<file path="config.mk">
export PLATFORM = sky130hd
export DESIGN_NAME = fetch_unit
export DESIGN_NICKNAME = d
export VERILOG_FILES = /design/src/rtl/cpu_pkg.sv /design/src/rtl/if_id_register.sv /design/src/rtl/fetch_unit.sv
export SDC_FILE = /design/constraint.sdc
export NUM_CORES = 1
export LEC_CHECK = 0
export BUFFER_PORTS_ARGS = -buffer_cell sky130_fd_sc_hd__buf_4
export CAP_MARGIN = 10
export CORE_MARGIN = 2
export CORE_UTILIZATION = 55
export DETAILED_ROUTE_END_ITERATION = 6
export GPL_TIMING_DRIVEN = 0
export HOLD_SLACK_MARGIN = 0.05
export PLACE_DENSITY = 0.87
export SLEW_MARGIN = 15
export SYNTH_ARGS = -nofsm -noshare
export SYNTH_HDL_FRONTEND = slang
export SYNTH_SLANG_ARGS = --single-unit
</file>
<file path="constraint.sdc">
create_clock -name clk_i -period 7.03 [get_ports clk_i]
set_input_delay 0.3515 -clock clk_i [delete_from_list [all_inputs] [get_ports clk_i]]
set_output_delay 0.3515 -clock clk_i [all_outputs]
set_load 0.01 [all_outputs]
</file>
<file path="src/rtl/cpu_pkg.sv">
// Shared CPU front-end types and defaults.
//  XLEN, RESET_VECTOR, NOP_INSTR : default datapath width, boot PC, bubble encoding
//  fetch_state_e                 : fetch FSM states
//  if_id_t                       : IF/ID pipeline register payload
package cpu_pkg;

  localparam int unsigned XLEN         = 32;
  localparam logic [31:0] RESET_VECTOR = 32'h0000_0000;
  localparam logic [31:0] NOP_INSTR    = 32'h0000_0013;  // addi x0,x0,0

  typedef enum logic [1:0] {
    BOOT   = 2'd0,
    RUN    = 2'd1,
    HALTED = 2'd2
  } fetch_state_e;

  typedef struct packed {
    logic [XLEN-1:0] pc;
    logic [31:0]     instr;
    logic            valid;
  } if_id_t;

endpackage

</file>
<file path="src/rtl/if_id_register.sv">
// Pipeline register holding one if_id_t with flush and write enable.
//  clk, rst  : clock, synchronous active-high reset
//  write_en  : capture d
//  flush     : replace content with a bubble tagged with flush_pc (beats write_en)
//  flush_pc  : PC kept in the bubble for debug visibility
//  d, q      : payload in / registered payload out
module if_id_register
  import cpu_pkg::*;
#(
  parameter logic [31:0] BUBBLE = NOP_INSTR
) (
  input  logic            clk,
  input  logic            rst,
  input  logic            write_en,
  input  logic            flush,
  input  logic [XLEN-1:0] flush_pc,
  input  if_id_t          d,
  output if_id_t          q
);

  // Priority: reset > flush > write > hold.
  always_ff @(posedge clk) begin
    if (rst) begin
      q.pc    <= '0;
      q.instr <= BUBBLE;
      q.valid <= 1'b0;
    end else if (flush) begin
      q.pc    <= flush_pc;
      q.instr <= BUBBLE;
      q.valid <= 1'b0;
    end else if (write_en) begin
      q <= d;
    end
  end

endmodule

</file>
<file path="src/rtl/fetch_unit.sv">
// IF stage: PC register, instruction-memory address, IF/ID register,
// BOOT/RUN/HALTED tracking, misaligned-redirect fault and fetch counter.
//  clk_i, rst_i          : clock, synchronous active-high reset
//  pc_write_en_i         : PC may advance/redirect this cycle
//  if_id_write_en_i      : IF/ID may capture this cycle
//  if_id_flush_i         : replace IF/ID with a bubble
//  halt_detected_i       : halt instruction seen in ID
//  redirect_req_i/target : EX-resolved taken branch/jump and its byte address
//  resume_i              : leave HALTED
//  imem_addr_o/rdata_i   : combinational instruction memory read at pc_q
//  if_id_*_o             : IF/ID contents, pc_plus4 derived from the stored PC
//  halted_o              : FSM in HALTED
//  fetch_fault_o         : one-cycle pulse after a misaligned redirect is taken
//  fetch_count_o         : number of valid instructions captured into IF/ID
module fetch_unit #(
  parameter int unsigned          XLEN         = cpu_pkg::XLEN,
  parameter logic [XLEN-1:0]      RESET_VECTOR = XLEN'(cpu_pkg::RESET_VECTOR),
  parameter logic [31:0]          NOP_INSTR    = cpu_pkg::NOP_INSTR
) (
  input  logic            clk_i,
  input  logic            rst_i,
  input  logic            pc_write_en_i,
  input  logic            if_id_write_en_i,
  input  logic            if_id_flush_i,
  input  logic            halt_detected_i,
  input  logic            redirect_req_i,
  input  logic [XLEN-1:0] redirect_target_i,
  input  logic            resume_i,
  output logic [XLEN-1:0] imem_addr_o,
  input  logic [31:0]     imem_rdata_i,
  output logic [XLEN-1:0] if_id_pc_o,
  output logic [XLEN-1:0] if_id_pc_plus4_o,
  output logic [31:0]     if_id_instr_o,
  output logic            if_id_valid_o,
  output logic            halted_o,
  output logic            fetch_fault_o,
  output logic [31:0]     fetch_count_o
);

  import cpu_pkg::*;

  fetch_state_e    state_q, state_d;
  logic [XLEN-1:0] pc_q, pc_d;
  logic            fault_q, fault_d;
  logic [31:0]     count_q, count_d;
  logic            fetch_active;
  logic            force_flush;
  logic            capture_valid;
  if_id_t          if_id_d, if_id_q;

  // State, PC, fault and counter registers.
  always_ff @(posedge clk_i) begin
    if (rst_i) begin
      state_q <= BOOT;
      pc_q    <= RESET_VECTOR;
      fault_q <= 1'b0;
      count_q <= '0;
    end else begin
      state_q <= state_d;
      pc_q    <= pc_d;
      fault_q <= fault_d;
      count_q <= count_d;
    end
  end

  // Next state, next PC and fetch qualification.
  // The cycle a halt is accepted counts as a dead fetch: the PC holds and the
  // captured slot is invalid, so resume restarts at exactly that PC.
  always_comb begin
    state_d      = state_q;
    pc_d         = pc_q;
    fault_d      = 1'b0;
    fetch_active = 1'b0;
    force_flush  = 1'b0;
    unique case (state_q)
      BOOT: state_d = RUN;
      RUN: begin
        if (halt_detected_i && !redirect_req_i) begin
          state_d = HALTED;
        end else begin
          fetch_active = 1'b1;
          if (pc_write_en_i) begin
            if (redirect_req_i) begin
              pc_d    = {redirect_target_i[XLEN-1:2], 2'b00};
              fault_d = |redirect_target_i[1:0];
            end else begin
              pc_d = pc_q + XLEN'(4);
            end
          end
        end
      end
      HALTED: begin
        force_flush = 1'b1;
        if (resume_i) state_d = RUN;
      end
      default: state_d = BOOT;
    endcase
  end

  // IF/ID write payload; outside active fetch a write stores a bubble.
  always_comb begin
    if_id_d.pc    = pc_q;
    if_id_d.instr = fetch_active ? imem_rdata_i : NOP_INSTR;
    if_id_d.valid = fetch_active;
  end

  assign capture_valid = fetch_active && if_id_write_en_i && !if_id_flush_i;
  assign count_d       = count_q + 32'(capture_valid);

  if_id_register #(
    .BUBBLE(NOP_INSTR)
  ) u_if_id (
    .clk     (clk_i),
    .rst     (rst_i),
    .write_en(if_id_write_en_i),
    .flush   (if_id_flush_i || force_flush),
    .flush_pc(pc_q),
    .d       (if_id_d),
    .q       (if_id_q)
  );

  assign imem_addr_o      = pc_q;
  assign if_id_pc_o       = if_id_q.pc;
  assign if_id_pc_plus4_o = if_id_q.pc + XLEN'(4);
  assign if_id_instr_o    = if_id_q.instr;
  assign if_id_valid_o    = if_id_q.valid;
  assign halted_o         = (state_q == HALTED);
  assign fetch_fault_o    = fault_q;
  assign fetch_count_o    = count_q;

endmodule

</file>
# Yosys cells after proc, flatten, opt, wreduce, memory -nomap -nowiden
# Index checks and enable logic that the tools add are counted.
# Widths: inputs -> output; s select.
op_classes:
  n_addsub: 3
  n_eq_ne: 4
  muxes: 10
  n_bitwise: 4
  reduce_logical: 13
ops:
  columns: ["cell", "count"]
  rows:
  - ["$mux 65", 2]
  - ["$add 32x3->32 const B", 2]
  - ["$mux 32", 2]
  - ["$add 32x1->32", 1]
  - ["$pmux 2 s3", 1]
  - ["$reduce_or 5->1", 1]
  - ["$mux 2", 2]
  - ["$ne 2x2->1 const B", 2]
  - ["$not 1->1", 4]
  - ["$reduce_or 2->1", 2]
  - ["$logic_and 1x1->1", 3]
  - ["$mux 1", 3]
  - ["$reduce_and 3->1", 1]
  - ["$eq 2x1->1 const B", 1]
  - ["$eq 2x2->1 const B", 1]
  - ["$logic_not 1->1", 2]
  - ["$logic_not 2->1", 1]
  - ["$reduce_and 2->1", 1]
  - ["$reduce_bool 2->1", 1]
  - ["$logic_or 1x1->1", 1]
word_totals:
  ff_bits: 132
  inputBits: 72
  output_inout_bits: 163
  word_cells: 41

# Longest topological paths before layout
# Gate-level depths: netlist of the first run.
logic_depth:
  ltp_word: 7
  depth_mapped: 10
  depth_no_buf: 9

# Modules after synthesis
# Synthesis of the first run repeated with hierarchy kept, for this count alone.
hier_totals:
  hier_cells: 835
  area_unflattened_um2: 7118.1
modules_own_cells:
  columns: ["module", "n_inst", "cells_each", "area_each_um2", "seq_area_each_um2"]
  rows:
  - ["fetch_unit", 1, 585, 4481.8, 1301.2]
  - ["if_id_register", 1, 250, 2636.3, 1301.2]

# Least setup slack after synthesis of the first run
# OpenSTA, ideal clock, no wires.
synth_timing:
  kind: "input to register"
  start: "in if_id_write_en_i"
  end: "reg count_q[18], in the netlist fetch_count_o[18]"
  setup_time_ps: 70
  t_arrival_ps: 2956
  required_time_ps: 6960
  slack_ps: 4003
  cell_stages: 10
  path_buffers: 2
  path_cell_list: "clkbuf_1 -> clkbuf_1 -> nand3_1 -> nor2_1 -> ha_1 -> ha_1 -> nand4_1 -> or4_1 -> or3_1 -> a21oi_1"
synth_via:
  elab_chain_cells: 3
synth_lines:
  columns: ["item", "line", "source"]
  rows:
  - ["start, declared", "fetch_unit.sv:23", "input logic if_id_write_en_i,"]
  - ["$logic_and 1x1->1 (2 in a row)", "fetch_unit.sv:107", "assign capture_valid = fetch_active && if_id_write_en_i && !if_id_flush_i;"]
  - ["$add 32x1->32", "fetch_unit.sv:108", "assign count_d = count_q + 32'(capture_valid);"]
  - ["end signal, assigned", "fetch_unit.sv:62", "count_q <= count_d;"]
  - ["end, declared", "fetch_unit.sv:45", "logic [31:0] count_q, count_d;"]
# No other way between the ends.
# A chain may end at the register's enable or synchronous reset.

# Worst setup path in the final report of the first run
# Ends and elaborated chain as after synthesis.

==> flow_metrics.py, run 1 <==
metrics = {
    "synthesis": {
        "synthMostInstantiatedCell": "dfxtp_1",
        "ys_top_cells_by_area": "dfxtp_1, a21oi_1, nand2_1",
        "synth.cells.most_frequent": "dfxtp_1, nand2_1, a21oi_1",
        "synth_seq_area_share_pct": 37.96,
        "synth_cell_types": 69,
        "synth_top_flop_cell": "dfxtp_1",
        "cell_type_with_the_highest_aggregate_area_in_the_netlist": "dfxtp_1",
        "yosysWarnings": 0,
        "syn-instance-count": 847,
        "synth-edff-count": 0,
        "post-synth-top-area-fraction_pct": 37.96,
        "netlist_area_um2": 6750,
        "ys_ff_latch": 128,
        "avgSynthCellArea_um2": 7.970,
        "synthArstFlopShare_pct": 0,
    },
    "worst_setup_path": {
        "cp_cell_sequence": "clkbuf_1 > clkbuf_1 > nand3_1 > nor2_1 > ha_1 > ha_1 > nand4_1 > or4_1 > or3_1 > a21oi_1",
        "worst_setup_path_start_kind": "primary input",
        "cp.arrival_ns": 3.70,
        "ff_to_ff_setup_slack_ns": 3.73,
        "worst_ep_required_time_ns": 7.38,
        "r2r-start": "state_q[0]",
        "startpoint": "if_id_write_en_i",
        "worst_path_largest_cell_delay_ns": 0.69,
        "timing.critical_path.to_type": "flip-flop",
        "timing.setup.critical_path_class": "primary input to flip-flop",
        "crit_path_max_fanout": 10,
        "crit_path_top_delay_cell": "or4_1",
    },
    "clocking": {
        "clock-sinks": 128,
        "post-cts-setup-buffers": 0,
        "cts_tree": "built",
        "cts_root_buf": "clkbuf_16",
        "inserted_clock_buffers": 17,
        "clk_pin_slew_ns": 0.05,
        "cts-htree-levels": 4,
        "holdBufCountCts": 0,
        "cts-root-to-sink-buffers": 2,
        "postcts_resize_cnt": 0,
        "clk_latency_ns": 0.42,
    },
    "die": {
        "design.core.area_um2": 12010,
        "boundaryPins": 235,
        "std_cell_rows": 40,
        "fp.dieW_um": 114.8,
        "die_h_um": 114.8,
        "start_util_pct": 56.20,
        "floorplan.die_area_um2": 13180,
    },
    "cells_and_area": {
        "register_area_um2": 2562,
        "final_non_filler_cell_total": 1256,
        "multi_input_comb_area_um2": 3699,
        "syn2layout_area_growth_pct": 36.89,
        "finalCoreUtilization_pct": 76.93,
        "finish.instance_area_um2": 9240,
        "filler_cell_count": 948,
        "share_of_final_layout_standard_cells_stronger_than_drive_strength_1_pct": 28.04,
        "n_antenna_cell": 0,
        "num-nets-final": 1174,
    },
    "sta": {
        "fmaxAchievable_mhz": 298.1,
        "finalSetupViolCount": 0,
        "final_min_period_over_clock_period_pct": 47.71,
        "finalMaxSlewViolations": 0,
        "finalHoldViolations": 0,
        "fin_tns_setup_ns": 0,
        "rsz0062_at_grt": "false",
        "finClkSkew_ns": 0.01004,
        "tightestPinTransition_ns": 1.006,
        "final.min_clock_period_ns": 3.354,
        "worst_slew_margin_rel_pct": 32.40,
    },
    "placed_design": {
        "io_buffers": 226,
        "gp_routability_congestion": 0.9891,
        "post-place-cells": 1225,
        "place_hpwl_mm": 16.03,
        "placed_cell_area_um2": 8650,
    },
    "detailed_routing": {
        "route.detailed.wl_per_inst_um": 17.55,
        "vias": 7533,
        "drcViolationCount": 0,
        "postRouteAntennaNets": 0,
        "ratio_of_routed_vias_to_standard_cells": 5.998,
        "detail_route.first_pass.iterations": 5,
        "drt_iter0_markers": 691,
        "route.final.wire_length_mm": 22.05,
    },
    "grt": {
        "grt_antenna_before_repair": 0,
        "grt_pass1_vias": 6913,
        "final_global_route_overflow_total": 0,
        "track_usage_pct": 32.98,
        "grt_first_pass_wirelength_mm": 34.65,
        "grt_start_max_net_pins": 17,
    },
    "job": {
        "max_cap_viol_count": 0,
    },
    "power_and_ir_drop": {
        "ir_drop_mv": 0.1531,
        "leakagePower_nw": 3.744,
        "power.density_cell_area_nw_per_um2": 202.6,
    },
    "outcome": {
        "run_status": "completed",
    },
    "hold_path": {
        "source_of_the_worst_hold_timing_path": "imem_rdata_i[20]",
        "timing.hold.worst.class": "primary input to flip-flop",
    },
}
-- final cells by class --
| class | count | area share [%] |
|---|---|---|
| clock buffers | 25 | 5.254 |
| plain buffers | 86 | 5.010 |
| flip-flops and latches | 128 | 27.73 |
| repair buffers | 226 | 18.36 |
| multi-input cells | 626 | 40.03 |
| well taps | 147 | 1.991 |
| inverters | 12 | 0.4875 |
| clock inverters | 6 | 1.137 |
-- worst max-delay path: cells and delay by family --
family	cells	cell delay, ns
simple gates	5	1.92
buf+inv	2	0.69
fa+ha+maj	2	0.60
compound gates	1	0.14
-- cell families (layout without fill, tap and decap cells) --
logic type | after synthesis | after routing | synth area share (%)
adders and majority gates | 5 | 5 | 0.9268
buffers and inverters | 98 | 355 | 7.526
other | 1 | 6 | 0.05555
DFF | 128 | 128 | 37.96
AOI/OAI and AO/OA | 183 | 183 | 17.16
muxes | 5 | 5 | 0.7600
and+or+nand+nor | 386 | 386 | 30.29
xor gates and xnor gates | 41 | 41 | 5.320
-- registers in the layout, indices dropped and copies added, names as in the netlist --
register and cells:
fetch_count_o 32, u_if_id.q 63, state_q 2, imem_addr_o 30
fetch_fault_o 1
-- path summary, 6_finish.rpt --
path / to / depth (start not counted)
worst min register to register: u_if_id.q[0] / 2
worst min-delay path: u_if_id.q[21] / 3
worst max register to register: fetch_count_o[18] / 9
worst max-delay path: fetch_count_o[18] / 10
-- through the flow --
| stage | total power, mW | setup WS [ns] | hold WS (ns) |
|---|---|---|---|
| after floorplan | 0.8876 | 4.003 | 0.4695 |
| after global placement | 0.9853 | 3.331 | 0.4596 |
| after detailed placement | 0.9888 | 3.275 | 0.4716 |
| after CTS | 1.866 | 3.680 | 0.1556 |
| after global routing | 1.929 | 3.348 | 0.1649 |
| final | 1.872 | 3.676 | 0.1559 |
-- metal layers --
layer / wire [um] / track usage [%] / part of all wire, %
met4: 972 / 17.03 / 4.4
met1: 8402 / 39.93 / 38
met3: 2474 / 9.172 / 11
met5: 0 / 0 / 0
met2: 10200 / 53.89 / 46
-- layout by cell type, fill, tap and decap left out, types with 7 or more instances in the layout --
master / Yosys / final
buf_4: 36 / 262
dfxtp_1: 128 / 128
nand2_1: 108 / 108
a21oi_1: 91 / 91
nor2_1: 71 / 71
clkbuf_1: 41 / 46
nor2b_1: 37 / 37
nand4_1: 32 / 32
nand3_1: 31 / 31
xnor2_1: 28 / 28
and3_1: 18 / 18
clkbuf_16: 0 / 17
nor3_1: 16 / 16
o21ai_0: 15 / 15
and4_1: 14 / 14
o31ai_1: 13 / 13
or4_1: 13 / 13
xor2_1: 13 / 13
nor4_1: 10 / 10
inv_1: 10 / 10
o211ai_1: 8 / 8
or3_1: 7 / 7
-- power breakdown --
group          total (mW)  switching, mW  internal [mW]  leakage, nW
Clock               0.893          0.312          0.582        0.291
Combinational       0.206          0.107         0.0994         2.42
Sequential          0.773         0.0279          0.745         1.04
Note: power is estimated with default switching activity, not from simulation.
==> inputs of run 2 (changes only) <==
--- a/config.mk
+++ b/config.mk
@@ -8,11 +8,11 @@
 export BUFFER_PORTS_ARGS = -buffer_cell sky130_fd_sc_hd__buf_4
 export CAP_MARGIN = 10
 export CORE_MARGIN = 2
-export CORE_UTILIZATION = 55
+export CORE_UTILIZATION = 51
 export DETAILED_ROUTE_END_ITERATION = 6
 export GPL_TIMING_DRIVEN = 0
 export HOLD_SLACK_MARGIN = 0.05
-export PLACE_DENSITY = 0.87
+export PLACE_DENSITY = 0.81
 export SLEW_MARGIN = 15
 export SYNTH_ARGS = -nofsm -noshare
 export SYNTH_HDL_FRONTEND = slang
==> constraint.sdc (replaced) <==
create_clock -name clk_i -period 3.45 [get_ports clk_i]
set_input_delay 0.1725 -clock clk_i [delete_from_list [all_inputs] [get_ports clk_i]]
set_output_delay 0.1725 -clock clk_i [all_outputs]
set_load 0.01 [all_outputs]
==> run 2 against run 1 <==
  * Combinational power grew 120%
  * Final area grew 4.8%
  * Clock power grew 110%
  * Register-to-register slack lost 3.4 ns
  * Wire length grew 1.6%
  * Power grew 110%
  * Sequential share of layout area shrank 1.3 points
  * Non-clock buffer count grew 41
  * Via count grew 0.84%
  * Hold slack lost 0.079 ns
  * Worst setup slack lost 3.3 ns
  * Die area grew 7.6%
  * Critical endpoint is now fetch_count_o[20]
==> flow_metrics.py, run 2 (same netlist as run 1, synthesis figures left out) <==
metrics = {
    "cells_and_area": {
        "register_area_um2": 2562,
        "most_frequent_cells_in_the_layout": "buf_4, dfxtp_1, nand2_1, a21oi_1, nor2_1",
        "num-nets-final": 1215,
        "multi_input_comb_area_um2": 3699,
        "max_flop_register": "u_if_id.q",
        "most_common_cell_after_layout_fill_and_taps_aside": "buf_4",
        "syn2layout_area_growth_pct": 43.52,
        "finish.instance_area_um2": 9688,
        "n_antenna_cell": 0,
        "largest_reg_flops": 63,
        "final_non_filler_cell_total": 1325,
        "filler_cell_count": 1027,
        "share_of_final_layout_standard_cells_stronger_than_drive_strength_1_pct": 27.33,
    },
    "clocking": {
        "cts_tree": "built",
        "clock-sinks": 128,
        "inserted_clock_buffers": 17,
        "cts_root_buf": "clkbuf_16",
        "clk_pin_slew_ns": 0.06,
        "cts-htree-levels": 4,
        "clk_latency_ns": 0.42,
        "cts-root-to-sink-buffers": 2,
    },
    "sta": {
        "worst_hold_slack_after_final_layout_ns": 0.07717,
        "final.min_clock_period_ns": 3.091,
        "finalMaxSlewViolations": 0,
        "timing.final.ws_setup_ns": 0.3588,
        "final_min_period_over_clock_period_pct": 89.60,
        "fmaxAchievable_mhz": 323.5,
        "finalSetupViolCount": 0,
        "finClkSkew_ns": 0.008601,
        "rsz0062_at_grt": "false",
        "finalHoldViolations": 0,
        "tightestPinTransition_ns": 0.9871,
        "worst_slew_margin_rel_pct": 33.64,
    },
    "worst_setup_path": {
        "worst_ep_required_time_ns": 3.80,
        "crit_path_top_delay_cell": "or4_1",
        "worst_setup_path_start_kind": "flip-flop",
        "ff_to_ff_setup_slack_ns": 0.36,
        "timing.setup.critical_path_class": "flip-flop to flip-flop",
        "cp.buffers_inverters": 1,
        "worst_path_largest_cell_delay_ns": 0.58,
        "timing.critical_path.to_type": "flip-flop",
        "crit_path_max_fanout": 8,
        "cpLargestDelayFamily": "simple AND/OR/NAND/NOR gates",
        "timing.critical_path.mode_cell": "ha_1",
        "cp.arrival_ns": 3.45,
        "cp_cell_sequence": "nor2b_1 > nand3_1 > nor2_1 > ha_1 > ha_1 > nand4_1 > buf_4 > or4_1 > or3_1 > a21oi_1",
    },
    "grt": {
        "track_usage_pct": 30.79,
        "grtUsageMet3_pct": 7.998,
        "grt_use_met2_pct": 52.23,
        "grt-busiest-layer": "met2",
        "use_met1_pct": 35.95,
        "grt_antenna_before_repair": 0,
        "grt_pass1_vias": 7099,
        "grt_start_max_net_pins": 17,
        "final_global_route_overflow_total": 0,
        "grt_first_pass_wirelength_mm": 35.22,
    },
    "detailed_routing": {
        "postRouteAntennaNets": 0,
        "detail_route.first_pass.iterations": 5,
        "vias": 7596,
        "route.detailed.wl_per_inst_um": 16.90,
        "drt_iter0_markers": 531,
        "drcViolationCount": 0,
        "ratio_of_routed_vias_to_standard_cells": 5.733,
        "route.final.wire_length_mm": 22.40,
    },
    "die": {
        "start_util_pct": 51.59,
        "die_h_um": 119.0,
        "design.core.area_um2": 13090,
        "floorplan.die_area_um2": 14170,
        "std_cell_rows": 42,
        "boundaryPins": 235,
        "fp.dieW_um": 119.0,
    },
    "placed_design": {
        "placed_cell_area_um2": 8686,
        "io_buffers": 226,
        "post-place-cells": 1254,
        "place_hpwl_mm": 15.59,
        "gp_routability_congestion": 0.9439,
        "detailedPlace.worstSlack_ns": -0.1813,
    },
    "power_and_ir_drop": {
        "leakagePower_nw": 3.914,
        "power.density_cell_area_nw_per_um2": 399.6,
        "ir_drop_mv": 0.2582,
    },
    "job": {
        "max_cap_viol_count": 0,
    },
    "outcome": {
        "run_status": "completed",
    },
    "hold_path": {
        "timing.hold.worst.class": "primary input to flip-flop",
    },
}
[run 2: layout make-up]
type                       count  area share, %
timing repair buffer         267          21.70
clock buffer                  24          5.076
clock inverter                 6          1.085
buffer                        86          4.779
tap                          176          2.273
inverter                      12         0.4649
sequential                   128          26.45
multi-input combinational    626          38.18
[run 2: final timing paths]
check	end	start	depth (start not counted)
setup reg to reg	fetch_count_o[20]	state_q[0]	10
hold reg to reg	u_if_id.q[44]	u_if_id.q[44]	2
hold / removal	imem_addr_o[18]	redirect_target_i[18]	3
setup / recovery	fetch_count_o[20]	state_q[0]	10
[run 2: report_power, final]
part	switching [mW]	internal [mW]
Clock	0.640	1.20
Combinational	0.227	0.230
Sequential	0.0569	1.52
[run 2: layer usage]
metal,part of all wire [%],wire length [um]
met1,40,8899
met2,47,10550
met3,9.8,2190
met4,3.4,758
met5,0,0
[run 2: per-stage QoR]
stage / total power [mW] / util [%] / setup TNS, ns
after floorplan: 1.809 / - / 0
after global placement: 2.009 / 66.38 / -0.2490
after detailed placement: 2.014 / 66.38 / -0.3621
after CTS: 3.860 / 73.92 / 0
after global routing: 3.991 / 74.04 / 0
final: 3.871 / 74.04 / 0
[run 2: worst min-delay path: cells and delay by family]
family	cells	cell delay, ns
buf+inv	1	0.08
compound gates	2	0.19
[run 2: repair_timing]
| action | CTS | global route |
|---|---|---|
| endpoints found under the setup margin | 0 | 2 |
| gates resized for setup | 0 | 0 |
| endpoints found under the hold margin | 35 | 0 |
| hold buffers | 39 | 0 |
| setup buffers | 0 | 2 |
==> inputs of run 3 (changes only) <==
--- a/config.mk
+++ b/config.mk
@@ -5,15 +5,16 @@
 export SDC_FILE = /design/constraint.sdc
 export NUM_CORES = 1
 export LEC_CHECK = 0
+export ABC_AREA = 1
 export BUFFER_PORTS_ARGS = -buffer_cell sky130_fd_sc_hd__buf_4
 export CAP_MARGIN = 10
 export CORE_MARGIN = 2
-export CORE_UTILIZATION = 51
+export CORE_UTILIZATION = 52
 export DETAILED_ROUTE_END_ITERATION = 6
 export GPL_TIMING_DRIVEN = 0
 export HOLD_SLACK_MARGIN = 0.05
-export PLACE_DENSITY = 0.81
-export SLEW_MARGIN = 15
+export PLACE_DENSITY = 0.82
+export SLEW_MARGIN = 20
 export SYNTH_ARGS = -nofsm -noshare
 export SYNTH_HDL_FRONTEND = slang
 export SYNTH_SLANG_ARGS = --single-unit
==> run 3 against run 2 <==
  * Synthesized cell count up 31%
  * Worst setup slack better by 0.071 ns
  * Utilization about the same
  * Cell count up 20%
  * Synthesized area up 7.8%
  * Register-to-register slack better by 0.07 ns
  * First-iteration DRC count up 33%
  * Power up 0.16%
  * Highest routed layer unchanged
==> flow_metrics.py, run 3 <==
metrics = {
    "sta": {
        "fmaxAchievable_mhz": 331.1,
        "final.min_clock_period_ns": 3.020,
        "finalMaxSlewViolations": 0,
        "rsz0062_at_grt": "false",
        "finClkSkew_ns": 0.009243,
        "worst_hold_slack_after_final_layout_ns": 0.07306,
        "fin_tns_setup_ns": 0,
        "finalSetupViolCount": 0,
        "worst_slew_margin_rel_pct": 57.28,
        "finalHoldViolations": 0,
        "final_min_period_over_clock_period_pct": 87.54,
        "tightestPinTransition_ns": 0.6349,
    },
    "hold_path": {
        "timing.hold.worst.class": "primary input to flip-flop",
        "source_of_the_worst_hold_timing_path": "halt_detected_i",
    },
    "power_and_ir_drop": {
        "power.clock.fraction_pct": 47.0,
        "netSwitchingFraction_pct": 25.16,
        "power.share.sequential_pct": 40.7,
        "power_switching_uw": 975.5,
        "leakagePower_nw": 4.250,
        "share_comb_of_total_power_pct": 12.4,
        "ir_drop_mv": 0.3164,
        "p_int_mw": 2.902,
        "power.density_cell_area_nw_per_um2": 380.1,
    },
    "grt": {
        "grt_antenna_before_repair": 0,
        "grt_pass1_vias": 7900,
        "grt_first_pass_wirelength_mm": 39.56,
        "track_usage_pct": 33.87,
        "grt_start_max_net_pins": 17,
        "final_global_route_overflow_total": 0,
    },
    "die": {
        "floorplan.die_area_um2": 14960,
        "boundaryPins": 235,
        "start_util_pct": 52.85,
        "std_cell_rows": 43,
        "design.core.area_um2": 13770,
        "die_h_um": 122.3,
        "fp.dieW_um": 122.3,
    },
    "worst_setup_path": {
        "cp.arrival_ns": 3.33,
        "startpoint": "state_q[0]",
        "worst_setup_path_start_kind": "flip-flop",
        "worst_path_largest_cell_delay_ns": 0.34,
        "crit_path_top_delay_cell": "dfxtp_1",
        "timing.critical_path.to_type": "flip-flop",
        "worst_ep_required_time_ns": 3.76,
        "timing.setup.critical_path_class": "flip-flop to flip-flop",
        "r2r-start": "state_q[0]",
        "crit_path_max_fanout": 10,
        "timing.critical_path.mode_cell": "nor2_1",
        "cp_cell_sequence": "inv_1 > nor2_4 > nand2_4 > nor2_1 > buf_2 > inv_2 > nor2_1 > ha_1 > ha_1 > nand2_2 > nor2_2 > nand4_2 > nor3_1 > nand2_1 > o21ai_0 > nor2_1",
    },
    "clocking": {
        "cts_tree": "built",
        "cts-htree-levels": 4,
        "clk_pin_slew_ns": 0.06,
        "clk_latency_ns": 0.43,
        "cts-root-to-sink-buffers": 2,
        "cts_root_buf": "clkbuf_16",
        "inserted_clock_buffers": 17,
        "postcts_resize_cnt": 0,
        "clock-sinks": 128,
        "post-cts-setup-buffers": 0,
        "holdBufCountCts": 38,
    },
    "detailed_routing": {
        "ratio_of_routed_vias_to_standard_cells": 5.390,
        "postRouteAntennaNets": 0,
        "route.detailed.wl_per_inst_um": 16.15,
        "drt_iter0_markers": 705,
        "met2_length_mm": 11.91,
        "met1_length_mm": 10.84,
        "detail_route.first_pass.iterations": 5,
        "vias": 8570,
        "drcViolationCount": 0,
        "highest_layer": "met4",
        "route.final.wire_length_mm": 25.69,
        "met3_wirelength_mm": 2.274,
    },
    "synthesis": {
        "yosysWarnings": 0,
        "synth-edff-count": 0,
        "synth_cell_types": 43,
        "synth_top_flop_cell": "dfxtp_1",
        "synthArstFlopShare_pct": 0,
        "avgSynthCellArea_um2": 6.558,
        "syn-instance-count": 1110,
        "cell_type_with_the_highest_aggregate_area_in_the_netlist": "dfxtp_1",
        "netlist_area_um2": 7279,
        "synth_seq_area_share_pct": 35.20,
        "synthMostInstantiatedCell": "nand2_1",
        "ys_top_cells_by_area": "dfxtp_1, nand2_1, a21oi_1",
        "ys_ff_latch": 128,
        "synth.cells.most_frequent": "nand2_1, nor2_1, dfxtp_1",
        "post-synth-top-area-fraction_pct": 35.20,
    },
    "outcome": {
        "run_status": "completed",
    },
    "placed_design": {
        "gp_routability_congestion": 0.9681,
        "place_hpwl_mm": 18.49,
        "post-place-cells": 1521,
        "io_buffers": 226,
    },
    "cells_and_area": {
        "num-nets-final": 1475,
        "final_non_filler_cell_total": 1590,
        "largest_reg_flops": 63,
        "max_flop_register": "u_if_id.q",
        "finalCoreUtilization_pct": 74.06,
        "most_common_cell_after_layout_fill_and_taps_aside": "nand2_1",
        "syn2layout_area_growth_pct": 40.13,
        "most_frequent_cells_in_the_layout": "nand2_1, buf_4, nor2_1, dfxtp_1, a21oi_1",
        "share_of_final_layout_standard_cells_stronger_than_drive_strength_1_pct": 25.74,
        "n_antenna_cell": 0,
    },
    "job": {
        "max_cap_viol_count": 0,
    },
}
run 3: cell type report:
| cell class | instances | area [um2] |
|---|---|---|
| plain buffers | 74 | 452.9 |
| clock buffers | 22 | 494.2 |
| clock inverters | 9 | 106.4 |
| fillers | 1149 | 3572 |
| inverters | 97 | 364.1 |
| multi-input cells | 816 | 3919 |
| flip-flops and latches | 128 | 2562 |
| well taps | 180 | 225.2 |
| repair buffers | 264 | 2077 |
run 3: kinds of logic after synthesis:
logic type,Yosys count,share of synthesized area (%)
buffers and inverters,171,11.22
flip-flops,128,35.20
other,1,0.05151
AND/OR/NAND/NOR,588,35.82
XOR/XNOR,30,3.610
adder cells (fa/ha/maj),5,0.8594
AO/OA/AOI/OAI,187,13.23
run 3: through the flow:
step / area (um2) / setup slack [ns] / total power [mW]
finish: 10200 / 0.4300 / 3.878
global route: 10200 / 0.1800 / 3.978
CTS: 10200 / 0.5453 / 3.851
detailed placement: 9220 / 0.5713 / 2.037
global placement: 9220 / 0.6025 / 2.031
floorplan: 7298 / 1.014 / 1.815
run 3: worst max-delay path, delay by kind of cell, from the launching register on:
kind | cells | cell delay, ns
AOI/OAI and AO/OA | 1 | 0.16
adders and majority gates | 2 | 0.47
buffers and inverters | 3 | 0.45
and+or+nand+nor | 10 | 1.49
DFF | 1 | 0.34
run 3: layer usage:
metal  up-vias  global-route usage [%]
li1       4116                       -
met2       428                   54.44
met1      3964                   44.99
met5         -                       0
met4         0                   12.00
met3        62                   7.110
run 3: path summary, 6_finish.rpt:
kind | endpoint | slack (ns) | cells past startpoint
worst max-delay path | fetch_count_o[16] | 0.43 | 16
worst min-delay path | state_q[1] | 0.07 | 3
worst min register to register | u_if_id.q[13] | 0.47 | 2
worst max register to register | fetch_count_o[16] | 0.43 | 16
run 3: power by group through the flow:
stage / Combinational, mW / Clock, mW / Sequential [mW]
global placement: 0.426 / 0 / 1.60
floorplan: 0.215 / 0 / 1.60
finish: 0.479 / 1.82 / 1.58
detailed placement: 0.432 / 0 / 1.61
CTS: 0.468 / 1.81 / 1.57
global route: 0.517 / 1.88 / 1.58
